**config.mk**
```make
export PLATFORM = sky130hd
export DESIGN_NAME = multicycle_control
export DESIGN_NICKNAME = d
export VERILOG_FILES = /design/src/rtl/multicycle_control.sv
export SDC_FILE = /design/constraint.sdc
export NUM_CORES = 1
export LEC_CHECK = 0
export CORE_ASPECT_RATIO = 1.75
export CORE_MARGIN = 1.5
export CORE_UTILIZATION = 48
export CTS_BUF_LIST = sky130_fd_sc_hd__clkbuf_4 sky130_fd_sc_hd__clkbuf_8
export DETAILED_ROUTE_END_ITERATION = 10
export PLACE_DENSITY_LB_ADDON = 0.1
export SYNTH_ARGS = -nofsm -noshare
export SYNTH_HDL_FRONTEND = slang
export SYNTH_SLANG_ARGS = --single-unit
export TNS_END_PERCENT = 100
```
**constraint.sdc**
```tcl
create_clock -name clk -period 2.7 [get_ports clk]
set_input_delay 0.405 -clock clk [delete_from_list [all_inputs] [get_ports clk]]
set_output_delay 0.405 -clock clk [all_outputs]
set_load 0.02 [all_outputs]
```
**src/rtl/multicycle_control.sv**
```systemverilog
// multicycle_control
//   Moore sequencer for the shared multicycle MIPS datapath. The datapath has one
//   ALU, one unified memory and the IR/MDR/ALUOut registers. The sequencer covers
//   the base ISA plus brv, jmxor, nandi, blezal, jalpc and baln. It waits on
//   variable-latency memory through mem_ready and counts retired instructions.
// Ports
//   clk, rst_n            clock; asynchronous active-low reset
//   opcode, funct         IR fields (opcode valid from DECODE on)
//   mem_ready             memory access completes this cycle
//   zero                  ALU result == 0 (consumed by the datapath's beq AND gate)
//   lez, v_flag, n_flag   branch conditions resolved here for blezal/brv/baln
//   pc_write ... pc_source  datapath controls (see per-state decode below)
//   retire                one-cycle pulse when an instruction completes
//   retire_count          wrapping count of retired instructions
//   illegal               sticky undefined-instruction flag
//   state                 current state, for debug
module multicycle_control #(
  parameter int CNT_W = 16
) (
  input  logic             clk,
  input  logic             rst_n,
  input  logic [5:0]       opcode,
  input  logic [5:0]       funct,
  input  logic             mem_ready,
  input  logic             zero,
  input  logic             lez,
  input  logic             v_flag,
  input  logic             n_flag,
  output logic             pc_write,
  output logic             pc_write_cond,
  output logic             iord,
  output logic             mem_read,
  output logic             mem_write,
  output logic             ir_write,
  output logic             reg_write,
  output logic [1:0]       reg_dst,
  output logic [1:0]       mem_to_reg,
  output logic             alu_src_a,
  output logic [1:0]       alu_src_b,
  output logic [2:0]       alu_op,
  output logic [1:0]       pc_source,
  output logic             retire,
  output logic [CNT_W-1:0] retire_count,
  output logic             illegal,
  output logic [4:0]       state
);

  typedef enum logic [4:0] {
    S_FETCH    = 5'd0,  S_DECODE   = 5'd1,  S_MEM_ADDR = 5'd2,  S_MEM_RD   = 5'd3,
    S_MEM_WB   = 5'd4,  S_MEM_WR   = 5'd5,  S_R_EXEC   = 5'd6,  S_R_WB     = 5'd7,
    S_NANDI_EX = 5'd8,  S_NANDI_WB = 5'd9,  S_BEQ      = 5'd10, S_JUMP     = 5'd11,
    S_BRV      = 5'd12, S_JMX_ADDR = 5'd13, S_JMX_RD   = 5'd14, S_BLEZAL   = 5'd15,
    S_JALPC    = 5'd16, S_BALN     = 5'd17, S_TRAP     = 5'd18
  } state_t;

  state_t     state_q, state_d;
  logic       pcw_c, pcwc_c, iord_c, mrd_c, mwr_c, irw_c, rw_c, sa_c, ret_c;
  logic [1:0] rd_c, m2r_c, sb_c, ps_c;
  logic [2:0] aop_c;

  // zero only feeds the datapath's pc_write_cond gate; beq never branches on it here.
  logic unused_zero;
  assign unused_zero = zero;

  always_ff @(posedge clk or negedge rst_n) begin
    if (!rst_n) begin
      state_q      <= S_FETCH;
      retire_count <= '0;
      illegal      <= 1'b0;
    end else begin
      state_q <= state_d;
      if (ret_c)
        retire_count <= retire_count + CNT_W'(1);
      if (state_q == S_TRAP)
        illegal <= 1'b1;
    end
  end

  always_comb begin
    state_d = S_FETCH;
    pcw_c = 1'b0; pcwc_c = 1'b0; iord_c = 1'b0; mrd_c = 1'b0; mwr_c = 1'b0;
    irw_c = 1'b0; rw_c = 1'b0; sa_c = 1'b0; ret_c = 1'b0;
    rd_c = 2'b00; m2r_c = 2'b00; sb_c = 2'b00; ps_c = 2'b00; aop_c = 3'b000;
    case (state_q)
      S_FETCH: begin
        mrd_c = 1'b1;
        sb_c  = 2'b01;
        irw_c = mem_ready;
        pcw_c = mem_ready;
        state_d = mem_ready ? S_DECODE : S_FETCH;
      end
      S_DECODE: begin
        sb_c = 2'b11;  // branch target precomputed into ALUOut
        case (opcode)
          6'b100011, 6'b101011: state_d = S_MEM_ADDR;
          6'b000000: begin
            if (funct == 6'b010100)      state_d = S_BRV;
            else if (funct == 6'b100011) state_d = S_JMX_ADDR;
            else                         state_d = S_R_EXEC;
          end
          6'b000100: state_d = S_BEQ;
          6'b000010: state_d = S_JUMP;
          6'b010000: state_d = S_NANDI_EX;
          6'b100100: state_d = S_BLEZAL;
          6'b011111: state_d = S_JALPC;
          6'b011011: state_d = S_BALN;
          default:   state_d = S_TRAP;
        endcase
      end
      S_MEM_ADDR: begin
        sa_c = 1'b1; sb_c = 2'b10;
        state_d = (opcode == 6'b100011) ? S_MEM_RD : S_MEM_WR;
      end
      S_MEM_RD: begin
        iord_c = 1'b1; mrd_c = 1'b1;
        state_d = mem_ready ? S_MEM_WB : S_MEM_RD;
      end
      S_MEM_WB: begin
        rw_c = 1'b1; m2r_c = 2'b01; ret_c = 1'b1;
      end
      S_MEM_WR: begin
        iord_c = 1'b1; mwr_c = 1'b1; ret_c = mem_ready;
        state_d = mem_ready ? S_FETCH : S_MEM_WR;
      end
      S_R_EXEC: begin
        sa_c = 1'b1; aop_c = 3'b100; state_d = S_R_WB;
      end
      S_R_WB: begin
        rw_c = 1'b1; rd_c = 2'b01; ret_c = 1'b1;
      end
      S_NANDI_EX: begin
        sa_c = 1'b1; sb_c = 2'b10; aop_c = 3'b011; state_d = S_NANDI_WB;
      end
      S_NANDI_WB: begin
        rw_c = 1'b1; ret_c = 1'b1;
      end
      S_BEQ: begin
        // The datapath ANDs pc_write_cond with zero, so the not-taken case still retires.
        sa_c = 1'b1; aop_c = 3'b001; pcwc_c = 1'b1; ps_c = 2'b01; ret_c = 1'b1;
      end
      S_JUMP: begin
        pcw_c = 1'b1; ps_c = 2'b10; ret_c = 1'b1;
      end
      S_BRV: begin
        // pc_source 11 with iord=0 selects rs.
        sa_c = 1'b1; ps_c = 2'b11; pcw_c = v_flag; ret_c = 1'b1;
      end
      S_BLEZAL, S_BALN: begin
        // Link and branch share the same condition; muxes stay steered when not taken.
        sa_c = 1'b1; rd_c = 2'b10; m2r_c = 2'b10; ps_c = 2'b01; ret_c = 1'b1;
        pcw_c = (state_q == S_BLEZAL) ? lez : n_flag;
        rw_c  = (state_q == S_BLEZAL) ? lez : n_flag;
      end
      S_JALPC: begin
        sa_c = 1'b1; rw_c = 1'b1; m2r_c = 2'b10; pcw_c = 1'b1; ps_c = 2'b11; ret_c = 1'b1;
      end
      S_JMX_ADDR: begin
        sa_c = 1'b1; aop_c = 3'b110; state_d = S_JMX_RD;
      end
      S_JMX_RD: begin
        // pc_source 11 with iord=1 selects MDR; PC and $31 update only once data returns.
        iord_c = 1'b1; mrd_c = 1'b1; ps_c = 2'b11; rd_c = 2'b10; m2r_c = 2'b10;
        pcw_c = mem_ready; rw_c = mem_ready; ret_c = mem_ready;
        state_d = mem_ready ? S_FETCH : S_JMX_RD;
      end
      S_TRAP:  state_d = S_FETCH;
      default: state_d = S_FETCH;
    endcase
  end

  // Every control is held low while reset is asserted, even though FETCH would request memory.
  always_comb begin
    pc_write      = rst_n & pcw_c;
    pc_write_cond = rst_n & pcwc_c;
    iord          = rst_n & iord_c;
    mem_read      = rst_n & mrd_c;
    mem_write     = rst_n & mwr_c;
    ir_write      = rst_n & irw_c;
    reg_write     = rst_n & rw_c;
    reg_dst       = rst_n ? rd_c  : 2'b00;
    mem_to_reg    = rst_n ? m2r_c : 2'b00;
    alu_src_a     = rst_n & sa_c;
    alu_src_b     = rst_n ? sb_c  : 2'b00;
    alu_op        = rst_n ? aop_c : 3'b000;
    pc_source     = rst_n ? ps_c  : 2'b00;
    retire        = rst_n & ret_c;
  end

  assign state = state_q;

endmodule

```
# After elaboration in Yosys (flattened, before gate mapping)
# Index checks and enable logic that the tools add are counted.
word_totals:
  mem_count: 0
  rom_bits: 0
  latch_bits: 0
  wordCells: 87
  input_bits: 19
  ram_bits: 0
  regBits: 22
op_classes:
  n_lt_le_gt_ge: 0
  n_eq_ne: 28
  bitwise_logic: 9
  div: 0
  add_sub_neg: 1
  n_mul: 0
  n_mux: 29
  n_reduce_logical: 17
  n_shift: 0
op_table:
  columns: ["operator", "count"]
  rows:
  - ["case mux 5 bit (9 select lines)", 1]
  - ["== test 5 x 4 -> 1 bit, second input constant", 8]
  - ["case mux 5 bit (8 select lines)", 1]
  - ["== test 6 x 5 -> 1 bit, second input constant", 4]
  - ["== test 6 bit, second input constant", 4]
  - ["== test 5 x 3 -> 1 bit, second input constant", 4]
  - ["OR reduction 9 bit", 2]
  - ["adder 16 x 1 -> 16 bit, second input constant", 1]
  - ["== test 5 bit, second input constant", 3]
  - ["OR reduction 3 bit", 5]
  - ["two-way mux 3 bit", 4]
  - ["two-way mux 4 bit", 3]
  - ["case mux 2 bit (3 select lines)", 2]
  - ["case mux 3 bit (4 select lines)", 1]
  - ["OR reduction 2 bit", 6]
  - ["== test 5 x 2 -> 1 bit, second input constant", 2]
  - ["AND 1 bit", 9]
  - ["two-way mux 1 bit", 8]
  - ["two-way mux 2 bit", 4]
  - ["case mux 2 bit (2 select lines)", 2]
  - ["OR reduction 4 bit", 2]
  - ["== test 6 x 2 -> 1 bit, second input constant", 1]
  - ["== test 6 x 3 -> 1 bit, second input constant", 1]
  - ["zero test 6 bit", 1]
  - ["5 further kinds", 5]

# Logic depth before layout (Yosys ltp)
# Gate-level depths: netlist of the first run.
logic_depth:
  ltp_word: 5
  depth_mapped: 7
  depth_no_buf: 5

# Least setup slack after synthesis of the first run
# Ideal clock, no wire load.
synth_path:
  path_kind: "register -> output"
  from: "reg state_q[2], in the netlist state[2]"
  to: "out pc_source[0]"
  slack_ns: 0.478
  arrival_ns: 1.817
  path_stages_with_launch: 7
  cell_sequence: "dfrtp_1 buf_2 or3b_1 nor2_4 buf_2 a21oi_1 nor2b_1"
synth_via:
  elab_chain_cells: 4
  word_cells_on_any_way: 11
synth_lines:
  columns: ["item", "line_no", "rtl"]
  rows:
  - ["start: declaration", "56", "state_t state_q, state_d;"]
  - ["start signal: assignment", "71", "state_q <= state_d;"]
  - ["== test 5 x 4 -> 1 bit / == test 5 bit (equally long branches)", "84", "case (state_q)"]
  - ["OR reduction 3 bit (no line)", null, null]
  - ["case mux 2 bit (3 select lines) (*)", "84", null]
  - ["two-way mux 2 bit (*)", "185", "pc_source = rst_n ? ps_c : 2'b00;"]
  - ["end: declaration", "41", "output logic [1:0] pc_source,"]
# Every way passes the cells marked *; elsewhere a longest branch is shown, timed or not.

# Worst setup path after layout of the first run
layout_path:
  from: "reg state_q[4], in the netlist state[4]"
  to: "out pc_source[1]"
# Same word-level chain as after synthesis.

==> metrics, run 1 <==
final setup violation count=0; Slew @ Worst Pin=0.378 ns; fmax=380 MHz; clock period minus worst slack=~2.6 ns; Worst-Skew Late Latency=0.26 ns; RePlAce Congestion=0.911; hold path depth=1; R2R depth=6; clock buffer count from CTS=3; outcome=finished, final reports clean; initial core utilization=roughly 50%; Yosys top cell by area=dfrtp_1; max cap viols=0; Post-Route WL=about 5100 µm; post-synthesis sequential area ratio=about 30%; final instance area=~0.0026 mm²; hold path start=retire_count[15]; Final Max Tran Viols=0; Vias/cell=slightly below 6; Total Neg Setup Slack=0 ns; DRT iter0 DRCs=65; Final #Nets=between 300 and 400; Syn Inst Count=approximately 230; CTS tree=yes; Hold Path End=retire_count[15]; CP Capture Type=output port; Reg2Reg Setup Slack=~0.90 ns; core area=about 0.0036 mm²; critical path arrival=2.22 ns; Hold Slack=roughly 0.48 ns; Final Hold Fails=0; met1 wire length=~1900 µm; Cell Area, Placed=0.00251 mm²; Cell Area, Synth=around 0.0018 mm²; top sig layer=met4; Worst-path clk slew=~0.08 ns; Worst Hold Class=reg -> reg; Met3 Wirelength=152 µm; Area Growth Syn to Fin=42.4%; DRT antenna net count=0; fraction of layout cells with a size suffix above 1=a little under an eighth; CTS Root Cell=clkbuf_8; Synth warnings=0; DR vias=1960; HPWL Detailed=3950 µm; Synth Register Bits=22; Critical Path Source Type=register; Power Dens Cells=approximately 760 mW/mm²; Hold-fix buffers, CTS=0; FF-to-FF Start=state[0]; fin util=71.7%; Avg WL per Cell=about 15 µm; H-tree Lvls=1; ys flop type=dfrtp_1; Die X=49.6 µm; Final Skew=about 0.0045 ns; Post CTS Setup Buffer Count=0; initial antenna violation count=0; clk sinks=22; GR Overflow Total=0; GRT Overall Usage=26.4%; relative slew slack=about 74%; synth cell count leaders=dfrtp_1 (22), nor2_1 (22), a21oi_1 (16), nand2_1 (16), xnor2_1 (16); DRT Pass-1 Iters=4; DR WL met2=2870 µm; RR Endpoint=state[2]; largest net degree at the start of global routing=24; Final period util=between 90 and 100%; first-pass GRT wire length=8870 µm; clk buf depth=2; top cells by area, synth=dfrtp_1 (30%), xnor2_1 (7.7%), nor2_1 (4.5%); RSZ-0062 raised after global routing=false; Pleak=0.00102 µW; Synth Area per Inst=8.01 µm²; port buffer count=59; die height=roughly 85 µm; worst IR drop on VDD=438 µV; Synth cell types=between 50 and 60; WS Path Type=reg -> out; DRC viols=0; Crit Path Max Fanout=5; Post-synth EDFFs=0; required time worst endpoint=2.30 ns; DIE AREA=~0.0042 mm²; vias in the first global route=approximately 2000; Rows=29; # IOs=61; Yosys top cell area share=approximately 30%; Syn Nets=~250; ys async rst share=100%; Diodes inserted=0
## critical path, cell delays in order (launching register included)
cell	delay, ns
dfrtp_2	0.43
or3b_4	0.44
nor2_4	0.14
a21oi_1	0.06
o22ai_1	0.15
and2_1	0.15
clkdlybuf4s50_1	0.60
## power breakdown
group,leakage (µW),switching [µW],internal (µW)
sequential,0.000288,108,403
combinational,0.000701,681,557
clock,0.0000288,102,130
## layout by cell type (no fill, tap or decap), types with 3 or more instances in the layout
cell type,synthesis,final
buf_6,1,3
clkdlybuf4s50_1,0,57
o21ai_0,4,4
nor2b_1,9,6
dfrtp_1,22,19
xnor2_1,16,16
nand2_1,16,16
o21ai_1,8,8
nand2b_1,9,9
o22ai_1,6,6
o211ai_1,4,4
o31a_1,3,3
buf_4,1,13
a31oi_1,3,3
clkbuf_8,0,4
nand4_1,3,3
dfrtp_2,0,3
o2111ai_1,8,8
nand3_1,4,4
nor2b_2,0,3
and3_1,7,7
a21oi_1,16,16
nor4_1,4,4
and2_1,5,5
nor2_1,22,22
inv_1,3,3
## metrics by stage
step | std cells | setup WS [ns] | power [µW]
2_1_floorplan | 228 | 0.478 | 1220
3_3_place_gp | 332 | 0.0989 | 1700
3_5_place_dp | 332 | 0.0813 | 1720
4_1_cts | 336 | 0.00980 | 1960
5_1_grt | 336 | 0.00836 | 2120
6_report | 336 | 0.0712 | 1980
## layout make-up
| class | count | area [µm²] |
|---|---|---|
| Timing Repair Buffer | 75 | 727 |
| Fill cell | 303 | 1030 |
| Clock buffer | 4 | 55.1 |
| Tap cell | 46 | 57.6 |
| Inverter | 5 | 18.8 |
| Multi-Input combinational cell | 184 | 1190 |
| Sequential cell | 22 | 554 |
## timing repair
| action | CTS | global route |
|---|---|---|
| setup endpoints to repair | 1 | 5 |
| gates resized for setup | 1 | 12 |
| hold endpoints to repair | 0 | 0 |
## state kept, by name, indices dropped and copies added, names as in the netlist
signal        count
retire_count     16
state             5
illegal           1
## layer usage
layer | up-vias | GRT usage, %
met5 | - | 0
met4 | 0 | 10.9
met3 | 10 | 1.78
met2 | 59 | 49.8
met1 | 928 | 29.3
li1 | 963 | -
## worst max path at each step
stage	startpoint	to	slack (ns)
2_1_floorplan	state[2]	pc_source[0]	0.48
3_3_place_gp	mem_ready	retire	0.1
3_5_place_dp	mem_ready	retire	0.08
4_1_cts	state[0]	pc_write	0.01
5_1_grt	state[3]	alu_src_a	0.008
6_report	state[4]	pc_source[1]	0.07
## logic make-up (layout without fill, tap and decap cells)
logic type                 Yosys count  after routing  synth area share [%]
and+or+nand+nor                     95             95                  28.6
AOI/OAI and AO/OA                   67             67                  24.5
DFF                                 22             22                  30.2
buffers and inverters               22             84                  5.62
xor gates and xnor gates            17             17                  8.16
muxes                                3              3                  1.78
adders and majority gates            2              2                  1.23
Power figures use the tool's default switching activity.
==> run 2, diff against run 1 <==
Settings changed: CORE_ASPECT_RATIO 1.75 to not set.
==> run 2 against run 1 <==
Worst setup slack improved by 0.029 ns. First-iteration DRC count increased by 100%. Clock skew decreased by 0.0033 ns. Critical path depth increased by 1. Non-clock buffer count increased by 4. Count of clock-buffer cells in the layout decreased by 1. Total power decreased by 0.41%. Via count decreased by 1.8%. Utilization increased by 0.25 points. Sequential share of layout area decreased by 0.36 points. Sequential cell count unchanged.
==> metrics, run 2 (synthesized netlist as in run 1, its figures left out) <==
Worst Hold Class=reg -> reg; Cell Area, Placed=~0.0025 mm²; initial antenna violation count=0; worst IR drop on VDD=roughly 620 µV; die height=around 65 µm; Final period util=between 90% and 100%; fraction of layout cells with a size suffix above 1=~12%; HPWL Detailed=approximately 3500 µm; vias in the first global route=roughly 1700; Final WS setup=between 0.09 and 0.1 ns; required time worst endpoint=~2.3 ns; max reg flops=16; Critical Path Source Type=input port; GRT Overall Usage=22.8%; DRT antenna net count=0; final setup violation count=0; Reg with most FFs=retire_count; Vias/cell=around 5.6; Post-Route WL=4600 µm; Final Skew=0.00117 ns; Final Max Tran Viols=0; clk buf depth=2; CP Capture Type=output port; Die X=64.7 µm; Diodes inserted=0; DR vias=1924; initial core utilization=between 40% and 50%; largest net degree at the start of global routing=31; DIE AREA=approximately 0.0042 mm²; CTS tree=yes; core area=between 0.003 and 0.004 mm²; critical path arrival=~2.2 ns; # IOs=61; DRT Pass-1 Iters=4; Rows=22; outcome=finished, final reports clean; Pleak=a little over 0.001 µW; RePlAce Congestion=0.866; Avg WL per Cell=between 10 and 15 µm; clk sinks=22; Worst-path clk slew=0.07 ns; commonest cells after routing, fill and taps aside=clkdlybuf4s50_1 (58), nor2_1 (22), dfrtp_1 (21), buf_4 (18); number of fill cells=322; Slew @ Worst Pin=around 0.35 ns; Area Growth Syn to Fin=44.2%; clock buffer count from CTS=3; Worst-Skew Late Latency=between 0.2 and 0.3 ns; H-tree Lvls=1; port buffer count=59; Final Hold Fails=0; Design Power=about 2000 µW; RSZ-0062 raised after global routing=false; WS Path Type=in -> out; commonest non-fill, non-tap cell in the layout=clkdlybuf4s50_1; DRC viols=0; Hold-fix buffers, CTS=0; Hold Slack=0.470 ns; first-pass GRT wire length=7810 µm; max cap viols=0; dpl ws=about 0.092 ns; Final #Nets=roughly 320; final instance area=approximately 0.0026 mm²; DRT iter0 DRCs=between 100 and 150; GR Overflow Total=0; relative slew slack=between 70% and 80%; fmax=385 MHz; CTS Root Cell=clkbuf_8; Power Dens Cells=between 700 and 800 mW/mm²; Crit Path Max Fanout=3; clock period minus worst slack=between 2 and 3 ns; Total Neg Setup Slack=0 ns
## run 2: path summary, 6_finish.rpt
path                           start              end  slack (ns)  depth (start not counted)
max in group asynchronous      rst_n         state[1]        1.82                          2
max                        mem_ready           retire         0.1                          7
min in group asynchronous      rst_n         state[3]        0.62                          2
max reg2reg                 state[2]  retire_count[1]        0.95                          7
min                          illegal          illegal        0.47                          1
min reg2reg                  illegal          illegal        0.47                          1
## run 2: power by group
group | total (µW) | switching [µW] | leakage, µW | internal (µW)
sequential | 495 | 94.6 | 0.000291 | 401
clock | 194 | 94.7 | 0.0000216 | 99.3
combinational | 1280 | 683 | 0.000711 | 601
total | 1970 | 872 | 0.00102 | 1100
## run 2: worst max-delay path, cell delays in order
cell	delay [ns]
clkdlybuf4s50_1	0.50
nor2b_1	0.17
o211ai_1	0.13
a21oi_2	0.17
nor2_1	0.07
nor2b_1	0.14
clkdlybuf4s50_1	0.62
## run 2: final cells by class
| class | instances | area, µm² | share of cell area (%) |
|---|---|---|---|
| Clock buffer | 3 | 41.3 | 1.57 |
| Inverter | 5 | 18.8 | 0.713 |
| Multi-Input combinational cell | 184 | 1190 | 45.3 |
| Sequential cell | 22 | 552 | 21.0 |
| Tap cell | 48 | 60.1 | 2.28 |
| Timing Repair Buffer | 79 | 768 | 29.2 |
## run 2: repair_timing
| action | 4_1_cts | 5_1_grt |
|---|---|---|
| buffers inserted | 0 | 3 |
| resized for setup | 1 | 7 |
| setup endpoints to repair | 1 | 4 |
| pin swaps | 0 | 0 |
## run 2: stage by stage
| step | util (%) | cells |
|---|---|---|
| final | 71.9 | 341 |
| after global routing | 71.9 | 341 |
| after detailed placement | 69.5 | 335 |
| after floorplan | - | 228 |
| after CTS | 70.7 | 338 |
| after global placement | 69.5 | 335 |
## run 2: per-layer routing
metal | GRT usage, % | part of all wire, % | vias up
met5 | 0 | 0 | -
met4 | 3.99 | 0.78 | 0
met3 | 3.47 | 5.6 | 4
met2 | 35.9 | 45 | 70
met1 | 33.4 | 48 | 879
li1 | - | - | 971
==> run 3, diff against run 2 <==
Settings changed: HOLD_SLACK_MARGIN set to 0.05.
==> results of run 3 <==
Same layout as run 2: the final DEF is identical, and so are final timing and power.
